==> src/rtl/cp0_reg_pkg.sv <==
// Shared CP0 definitions: pipeline exception flags, ExcCodes, register numbers
// and Status/Cause bit positions.
package cp0_reg_pkg;

  typedef struct packed {
    logic Interrupt;
    logic WrongAddressinIF;
    logic ReservedInstruction;
    logic Syscall;
    logic Break;
    logic Overflow;
    logic WrWrongAddressinMEM;
    logic RdWrongAddressinMEM;
    logic Eret;
  } ExceptinPipeType;

  localparam logic [4:0] EXC_INT  = 5'h00;
  localparam logic [4:0] EXC_ADEL = 5'h04;
  localparam logic [4:0] EXC_ADES = 5'h05;
  localparam logic [4:0] EXC_SYS  = 5'h08;
  localparam logic [4:0] EXC_BP   = 5'h09;
  localparam logic [4:0] EXC_RI   = 5'h0A;
  localparam logic [4:0] EXC_OV   = 5'h0C;

  localparam logic [4:0] CP0_REG_BADVADDR = 5'd8;
  localparam logic [4:0] CP0_REG_COUNT    = 5'd9;
  localparam logic [4:0] CP0_REG_COMPARE  = 5'd11;
  localparam logic [4:0] CP0_REG_STATUS   = 5'd12;
  localparam logic [4:0] CP0_REG_CAUSE    = 5'd13;
  localparam logic [4:0] CP0_REG_EPC      = 5'd14;

  localparam int STATUS_IE    = 0;
  localparam int STATUS_EXL   = 1;
  localparam int STATUS_IM_LO = 8;
  localparam int STATUS_IM_HI = 15;
  localparam int STATUS_BEV   = 22;
  localparam int CAUSE_EXC_LO = 2;
  localparam int CAUSE_IP_LO  = 8;
  localparam int CAUSE_IP_SW  = 9;
  localparam int CAUSE_IV     = 23;
  localparam int CAUSE_TI     = 30;
  localparam int CAUSE_BD     = 31;

endpackage

==> src/rtl/cp0_timer.sv <==
// CP0 Count/Compare timer with prescaler and TI flag.
// Present only when CP0_TIMER_EN is defined.
`ifdef CP0_TIMER_EN
module cp0_timer
  import cp0_reg_pkg::*;
#(
  parameter int COUNT_DIV = 2
) (
  input  logic        clk,
  input  logic        rst,
  input  logic        cp0_wr_i,
  input  logic [4:0]  cp0_wr_addr_i,
  input  logic [31:0] cp0_wr_data_i,
  output logic [31:0] count_o,
  output logic [31:0] compare_o,
  output logic        ti_o
);

  logic phase;
  logic tick;
  logic wr_count;
  logic wr_compare;

  assign wr_count   = cp0_wr_i && (cp0_wr_addr_i == CP0_REG_COUNT);
  assign wr_compare = cp0_wr_i && (cp0_wr_addr_i == CP0_REG_COMPARE);
  assign tick       = (COUNT_DIV == 1) || phase;

  always_ff @(posedge clk) begin
    if (rst) begin
      count_o   <= '0;
      compare_o <= '0;
      phase     <= 1'b0;
      ti_o      <= 1'b0;
    end else begin
      if (wr_count) begin
        count_o <= cp0_wr_data_i;
        phase   <= 1'b0;
      end else begin
        if (tick) count_o <= count_o + 32'd1;
        phase <= (COUNT_DIV == 1) ? 1'b0 : ~phase;
      end
      if (wr_compare) compare_o <= cp0_wr_data_i;
      // a Compare write acknowledges the interrupt even against a same-cycle match
      if (wr_compare)                 ti_o <= 1'b0;
      else if (count_o == compare_o)  ti_o <= 1'b1;
    end
  end

endmodule
`endif

==> src/rtl/cp0_reg.sv <==
// MIPS CP0 register file (Status, Cause, EPC, BadVAddr, optional Count/Compare).
// Timer built only when CP0_TIMER_EN is defined.
module cp0_reg
  import cp0_reg_pkg::*;
#(
  parameter logic [31:0] STATUS_RST = 32'h0040_0000,
  parameter int          COUNT_DIV  = 2
) (
  input  logic            clk,
  input  logic            rst,
  input  logic [5:0]      ext_int_i,
  input  logic            cp0_wr_i,
  input  logic [4:0]      cp0_wr_addr_i,
  input  logic [31:0]     cp0_wr_data_i,
  input  logic [4:0]      cp0_rd_addr_i,
  output logic [31:0]     cp0_rd_data_o,
  input  ExceptinPipeType except_type_i,
  input  logic            is_delay_slot_i,
  input  logic [31:0]     current_pc_i,
  input  logic [31:0]     bad_vaddr_i,
  output logic [31:0]     cp0_status_o,
  output logic [31:0]     cp0_cause_o,
  output logic [31:0]     cp0_epc_o,
  output logic [31:0]     cp0_badvaddr_o,
  output logic            timer_int_o
);

  logic [7:0]  status_im;
  logic        status_exl;
  logic        status_ie;
  logic        cause_bd;
  logic        cause_iv;
  logic [5:0]  cause_ip_hw;
  logic [1:0]  cause_ip_sw;
  logic [4:0]  cause_exc;
  logic [31:0] epc;
  logic [31:0] badvaddr;
  logic [31:0] count;
  logic [31:0] compare;
  logic        ti;

`ifdef CP0_TIMER_EN
  cp0_timer #(.COUNT_DIV(COUNT_DIV)) u_timer (
    .clk           (clk),
    .rst           (rst),
    .cp0_wr_i      (cp0_wr_i),
    .cp0_wr_addr_i (cp0_wr_addr_i),
    .cp0_wr_data_i (cp0_wr_data_i),
    .count_o       (count),
    .compare_o     (compare),
    .ti_o          (ti)
  );
`else
  logic unused_count_div;
  assign unused_count_div = |COUNT_DIV;
  assign count   = '0;
  assign compare = '0;
  assign ti      = 1'b0;
`endif

  logic        exc_any;
  logic [4:0]  exc_code;
  logic        badv_upd;
  logic [31:0] badv_val;

  always_comb begin
    exc_any  = except_type_i.Interrupt | except_type_i.WrongAddressinIF |
               except_type_i.ReservedInstruction | except_type_i.Syscall |
               except_type_i.Break | except_type_i.Overflow |
               except_type_i.WrWrongAddressinMEM | except_type_i.RdWrongAddressinMEM;
    exc_code = EXC_INT;
    badv_upd = 1'b0;
    badv_val = bad_vaddr_i;
    if (except_type_i.Interrupt) begin
      exc_code = EXC_INT;
    end else if (except_type_i.WrongAddressinIF) begin
      exc_code = EXC_ADEL;
      badv_upd = 1'b1;
      badv_val = current_pc_i;
    end else if (except_type_i.ReservedInstruction) begin
      exc_code = EXC_RI;
    end else if (except_type_i.Syscall) begin
      exc_code = EXC_SYS;
    end else if (except_type_i.Break) begin
      exc_code = EXC_BP;
    end else if (except_type_i.Overflow) begin
      exc_code = EXC_OV;
    end else if (except_type_i.WrWrongAddressinMEM) begin
      exc_code = EXC_ADES;
      badv_upd = 1'b1;
    end else if (except_type_i.RdWrongAddressinMEM) begin
      exc_code = EXC_ADEL;
      badv_upd = 1'b1;
    end
  end

  always_ff @(posedge clk) begin
    if (rst) begin
      status_im   <= STATUS_RST[STATUS_IM_HI:STATUS_IM_LO];
      status_exl  <= STATUS_RST[STATUS_EXL];
      status_ie   <= STATUS_RST[STATUS_IE];
      cause_bd    <= 1'b0;
      cause_iv    <= 1'b0;
      cause_ip_hw <= '0;
      cause_ip_sw <= '0;
      cause_exc   <= '0;
      epc         <= '0;
      badvaddr    <= '0;
    end else begin
      cause_ip_hw <= {ext_int_i[5] | ti, ext_int_i[4:0]};
      if (cp0_wr_i) begin
        case (cp0_wr_addr_i)
          CP0_REG_STATUS: begin
            status_im  <= cp0_wr_data_i[STATUS_IM_HI:STATUS_IM_LO];
            status_exl <= cp0_wr_data_i[STATUS_EXL];
            status_ie  <= cp0_wr_data_i[STATUS_IE];
          end
          CP0_REG_CAUSE: begin
            cause_ip_sw <= cp0_wr_data_i[CAUSE_IP_SW:CAUSE_IP_LO];
            cause_iv    <= cp0_wr_data_i[CAUSE_IV];
          end
          CP0_REG_EPC: if (!exc_any) epc <= cp0_wr_data_i;
          default: ;
        endcase
      end
      // placed after the MTC0 decode so the exception's EXL update takes precedence
      if (exc_any) begin
        cause_exc  <= exc_code;
        status_exl <= 1'b1;
        if (!status_exl) begin
          epc      <= is_delay_slot_i ? current_pc_i - 32'd4 : current_pc_i;
          cause_bd <= is_delay_slot_i;
        end
        if (badv_upd) badvaddr <= badv_val;
      end else if (except_type_i.Eret) begin
        status_exl <= 1'b0;
      end
    end
  end

  assign cp0_status_o   = {9'b0, 1'b1, 6'b0, status_im, 6'b0, status_exl, status_ie};
  assign cp0_cause_o    = {cause_bd, ti, 6'b0, cause_iv, 7'b0, cause_ip_hw, cause_ip_sw,
                           1'b0, cause_exc, 2'b0};
  assign cp0_epc_o      = epc;
  assign cp0_badvaddr_o = badvaddr;
  assign timer_int_o    = ti;

  always_comb begin
    case (cp0_rd_addr_i)
      CP0_REG_BADVADDR: cp0_rd_data_o = badvaddr;
      CP0_REG_COUNT:    cp0_rd_data_o = count;
      CP0_REG_COMPARE:  cp0_rd_data_o = compare;
      CP0_REG_STATUS:   cp0_rd_data_o = cp0_status_o;
      CP0_REG_CAUSE:    cp0_rd_data_o = cp0_cause_o;
      CP0_REG_EPC:      cp0_rd_data_o = epc;
      default:          cp0_rd_data_o = '0;
    endcase
  end

endmodule
==> config.mk <==
export PLATFORM = sky130hd
export DESIGN_NAME = cp0_reg
export DESIGN_NICKNAME = d
export VERILOG_FILES = /design/src/rtl/cp0_reg_pkg.sv /design/src/rtl/cp0_timer.sv /design/src/rtl/cp0_reg.sv
export SDC_FILE = /design/constraint.sdc
export NUM_CORES = 1
export LEC_CHECK = 0
export BUFFER_PORTS_ARGS = -buffer_cell sky130_fd_sc_hd__buf_2
export CAP_MARGIN = 20
export CORE_MARGIN = 10
export CORE_UTILIZATION = 50
export CTS_BUF_LIST = sky130_fd_sc_hd__clkbuf_2 sky130_fd_sc_hd__clkbuf_4 sky130_fd_sc_hd__clkbuf_8
export DETAILED_ROUTE_END_ITERATION = 12
export PLACE_DENSITY = 0.89
export SETUP_SLACK_MARGIN = 0.1
export SYNTH_ARGS = -nofsm -noshare
export SYNTH_HDL_FRONTEND = slang
export SYNTH_HIERARCHICAL = 1
export SYNTH_SLANG_ARGS = --single-unit
export TNS_END_PERCENT = 20
==> constraint.sdc <==
create_clock -name clk -period 5.05 [get_ports clk]
set_clock_uncertainty 0.1 [all_clocks]
set_input_delay 0.7575 -clock clk [delete_from_list [all_inputs] [get_ports clk]]
set_output_delay 0.7575 -clock clk [all_outputs]
set_load 0.05 [all_outputs]
=== Yosys cells after proc, flatten, opt, wreduce, memory -nomap -nowiden ===
Cells that the tools add are included.

* Bits of input ports: 125
* Register bits after elaboration: 89
* Word-level logic and storage cells: 62
* Output and inout port bits: 161

* Equality and inequality tests: 7
* Reductions and logical operators: 7
* Bitwise gates (word level): 8
* $add $sub $neg: 1
* Muxes and demuxes: 29

{| class="wikitable"
|+ Operators by type and width
! operator !! number
|-
| 32-bit two-way mux || 8
|-
| 32-bit one-hot mux with 4 select lines || 1
|-
| 5-bit by 4-bit equality test with 1-bit output (second input constant) || 7
|-
| 32-bit by 3-bit subtractor with 32-bit output (second input constant) || 1
|-
| 4-bit two-way mux || 6
|-
| 1-bit two-way mux || 12
|-
| 2-bit AND reduction || 5
|-
| 1-bit OR || 7
|-
| 3-bit two-way mux || 2
|-
| 3-bit nonzero test || 2
|-
| 1-bit inverter || 1
|}

=== Logic depth before layout (Yosys ltp) ===
* Depth after elaboration: 12
* Depth in mapped cells: 7
* Depth with buffers taken out: 7

=== Worst setup path after synthesis ===
No wires, ideal clock.

* Path type: input port to output port
* Start: in cp0_rd_addr_i[0]
* End: out cp0_rd_data_o[0]
* Stages on the path: 3
* Data arrival time: 2537 ps
* Slack: 1655 ps
* Data required time: 4193 ps
* Buffers on the path: 1
* Cell sequence: or4b_1 -> clkbuf_1 -> o21ai_0

* Longest elaborated chain between the ends: 2
* Elaborated cells on any way between the ends: 5
* Classes of those cells: eq/ne: 4; mux: 1

{| class="wikitable"
|+ Ends and longest elaborated chain
! item !! line !! source
|-
| start, declared || cp0_reg.sv:15 || <nowiki>input logic [4:0] cp0_rd_addr_i,</nowiki>
|-
| 5-bit by 4-bit equality test with 1-bit output || cp0_reg.sv:149 || <nowiki>case (cp0_rd_addr_i)</nowiki>
|-
| 32-bit one-hot mux with 4 select lines * || cp0_reg.sv:149 ||
|-
| end, declared || cp0_reg.sv:16 || <nowiki>output logic [31:0] cp0_rd_data_o,</nowiki>
|}

Every way passes the cells marked *; elsewhere a longest branch is shown, timed or not.

=== Worst setup path in the final report ===
* Start: in cp0_rd_addr_i[0]
* End: out cp0_rd_data_o[14]

The elaborated chain is that of the path after synthesis.

==> reports/results.ini <==
[detailed_routing]
antenna_left=0
vias_per_cell=5.65
num_vias=5394
first_pass_iters=5
wirelength_um=19400
drt-initial-drc-count=412
post_drt_wl_per_cell_um=20.3
drc=0

[power_and_ir_drop]
leakage_nw=3.26
fin_total_pwr_mw=1.84
share_comb_of_total_power_pct=27.6
seqPwrFrac_pct=42.0
power.density_nw_per_um2=284
p_int_mw=1.15
power_frac_clock_pct=30.4
p_sw_uw=685
switching_share_pct=37.3
ir_worst_vdd_mv=0.165

[setup_path]
crit_top_cell=buf_2
crit_required_ns=4.19
r2r-start=status_exl
rr_worst_depth=5
r2r_end=cp0_epc_o[30]
critPathMaxFanout=16
crit_type=in -> out
crit_slowest_cell=or4b_1
reg2reg_slack_ns=2.83
end_kind=output port
startpoint_type=input port
slowest_delay_ns=0.67
crit_arrival_ns=2.95
worstPathCellList=buf_2 > or4b_1 > nor2_2 > buf_4 > a22oi_1 > nand2_1 > buf_2

[logic_synthesis]
avgSynthCellArea_um2=8.61
synth_xor_area_share_pct=3.75
synth_mux_area_share_pct=12.2
synth_area_leaders=dfxtp_1 34%, mux2i_1 11%, a211oi_1 6.9%
synth_cell_types=53
async_flop_share_pct=0
synth_cells=597
netlist_area_um2=5140
synth_compound_area_share_pct=20.4
synth_top_family_by_area=compound AO/OA/AOI/OAI gates
ys_seq_area_share_pct=34.3
synthSimpleGateAreaFrac_pct=18.7
synth_top_area_cell=dfxtp_1
yosys.area_share.adder_pct=0.244
ys.warnings.count=6
synth.top_cell.area_share_pct=34.3
synth_ff_type=dfxtp_1
synth_edf_count=0
synth-seq-cells=88

[floorplan]
io_pins=286
die_h_um=121
die_width_um=121
die_area_um2=14700
initial_core_util_pct=51.8
fp-row-count=36
coreArea_um2=9910

[place]
gp_congestion=0.895
placed_area_um2=6250
post-dp-hpwl_um=15200
io_buffers=244

[cts]
cts-root-buf=clkbuf_8
clk_latency_ns=0.34
cts_resized=0
htreeDepth=3
cts_buffer_depth=2
path_clk_slew_ns=0.10
post_cts_buffers=0
cts_inserted_buffers=9
cts.sinks=88
cts_hold_buffers=0
cts_tree=done

[cells_and_area]
finish.instance_area_um2=6480
nets=942
final_util_pct=65.4
syn2layout_area_growth_pct=26.1
layout-drive-gt1-share_pct=35.6

[sta]
setup_viol=0
drv_slew=0
timing.hold.ws_ns=0.384
min_period_ns=3.81
fmax_ghz=0.263
hold_viol=0
worstMarginPinSlew_ns=1.04
relSlewSlack_pct=30.9
period_share_pct=75.4
tns_ns=0
rsz0062_at_grt=false

[status]
status=completed

[global_route]
first_global_vias=5437
grt_usage_pct=24.3
grt_max_degree=72
grt_pass1_wl_um=29000
antenna_found_initial=0
grt_overflow=0

[worst_hold_path]
holdPathStages=2
hold_start=cause_exc[0]
min_to=cause_exc[0]
min_path_type=reg -> reg

[job]
maxCapViolations=0

Yosys cell counts (4+ instances only):
cell type	count
dfxtp_1	88
nor2_1	82
mux2i_1	58
a211oi_1	47
buf_4	45
nand2_1	34
clkbuf_1	25
a21oi_1	21
a22oi_1	20
xnor2_1	19
a22o_1	15
nor3_1	15
buf_2	13
o21ai_0	13
o221ai_1	10
inv_1	9
nor2b_1	8
nand4b_1	6
nor4_1	6
mux2_2	4
nand3_1	4
registers in the layout, indices dropped and copies added, names as in the netlist:
| name | flops |
|---|---|
| status_im | 8 |
| cp0_badvaddr_o | 32 |
| status_ie | 1 |
| status_exl | 1 |
| cause_iv | 1 |
| cause_bd | 1 |
| cp0_epc_o | 32 |
| cause_exc | 4 |
| cause_ip_sw | 2 |
| cause_ip_hw | 6 |
routing by layer:
metal / wire length, µm / GRT usage, %
met2: 9510 / 41.1
met1: 7520 / 27.9
met4: 618 / 10.2
met3: 1710 / 6.98
met5: 0 / 0
cell type report:
cell class	count	area [µm²]
timing repair buffer	252	1280
tap	133	166
multi-input combinational	456	3010
clock inverter	7	101
fill	898	3430
antenna	1	2.50
inverter	9	33.8
clock buffer	9	124
sequential	88	1760
worst max-delay path, delay by kind of cell:
| kind | cells | cell delay (ns) |
|---|---|---|
| compound gates | 1 | 0.12 |
| buf+inv | 3 | 0.73 |
| simple gates | 3 | 1.32 |
how the worst max path moves through the flow:
stage	start	to	slack (ns)	cells after the start
floorplan	cp0_rd_addr_i[0]	cp0_rd_data_o[0]	1.66	3
global placement	cp0_rd_addr_i[0]	cp0_rd_data_o[14]	1.30	7
detailed placement	cp0_rd_addr_i[0]	cp0_rd_data_o[14]	1.26	7
CTS	cp0_rd_addr_i[0]	cp0_rd_data_o[14]	1.25	7
global route	cp0_rd_addr_i[0]	cp0_rd_data_o[14]	1.11	7
finish	cp0_rd_addr_i[0]	cp0_rd_data_o[14]	1.24	7
per-stage QoR:
step	std cells	setup WS [ns]
floorplan	636	1.66
global placement	938	1.30
detailed placement	938	1.26
CTS	954	1.25
global route	954	1.11
finish	955	1.24
logic make-up after synthesis:
logic type      count (synthesis)
compound gates                145
xor+xnor                       22
fa+ha+maj                       1
buf+inv                        92
flops                          88
mux                            62
other cells                     2
simple gates                  185
cells in the final DEF (no fill, tap or decap), types with 4 or more instances in the layout:
master    synthesis  routed
a211oi_1         47      47
a21oi_1          21      21
a22o_1           15      15
a22oi_1          20      20
buf_2            13     244
buf_4            45       8
clkbuf_8          0       9
conb_1            2      41
dfxtp_1          88      88
inv_1             9       9
mux2_2            4       4
mux2i_1          58      58
nand2_1          34      34
nand3_1           4       4
nand4b_1          6       6
nor2_1           82      81
nor2b_1           8       8
nor3_1           15      15
nor4_1            6       6
o21ai_0          13      13
o221ai_1         10      10
xnor2_1          19      19
power groups by stage:
stage / combinational [mW] / clock [mW] / sequential (mW)
after floorplan: 0.240 / 0 / 0.920
after global placement: 0.497 / 0 / 0.786
after detailed placement: 0.505 / 0 / 0.787
after CTS: 0.507 / 0.565 / 0.771
after global routing: 0.537 / 0.594 / 0.777
final: 0.507 / 0.558 / 0.772
No activity file was read; power rests on OpenSTA's default activity.
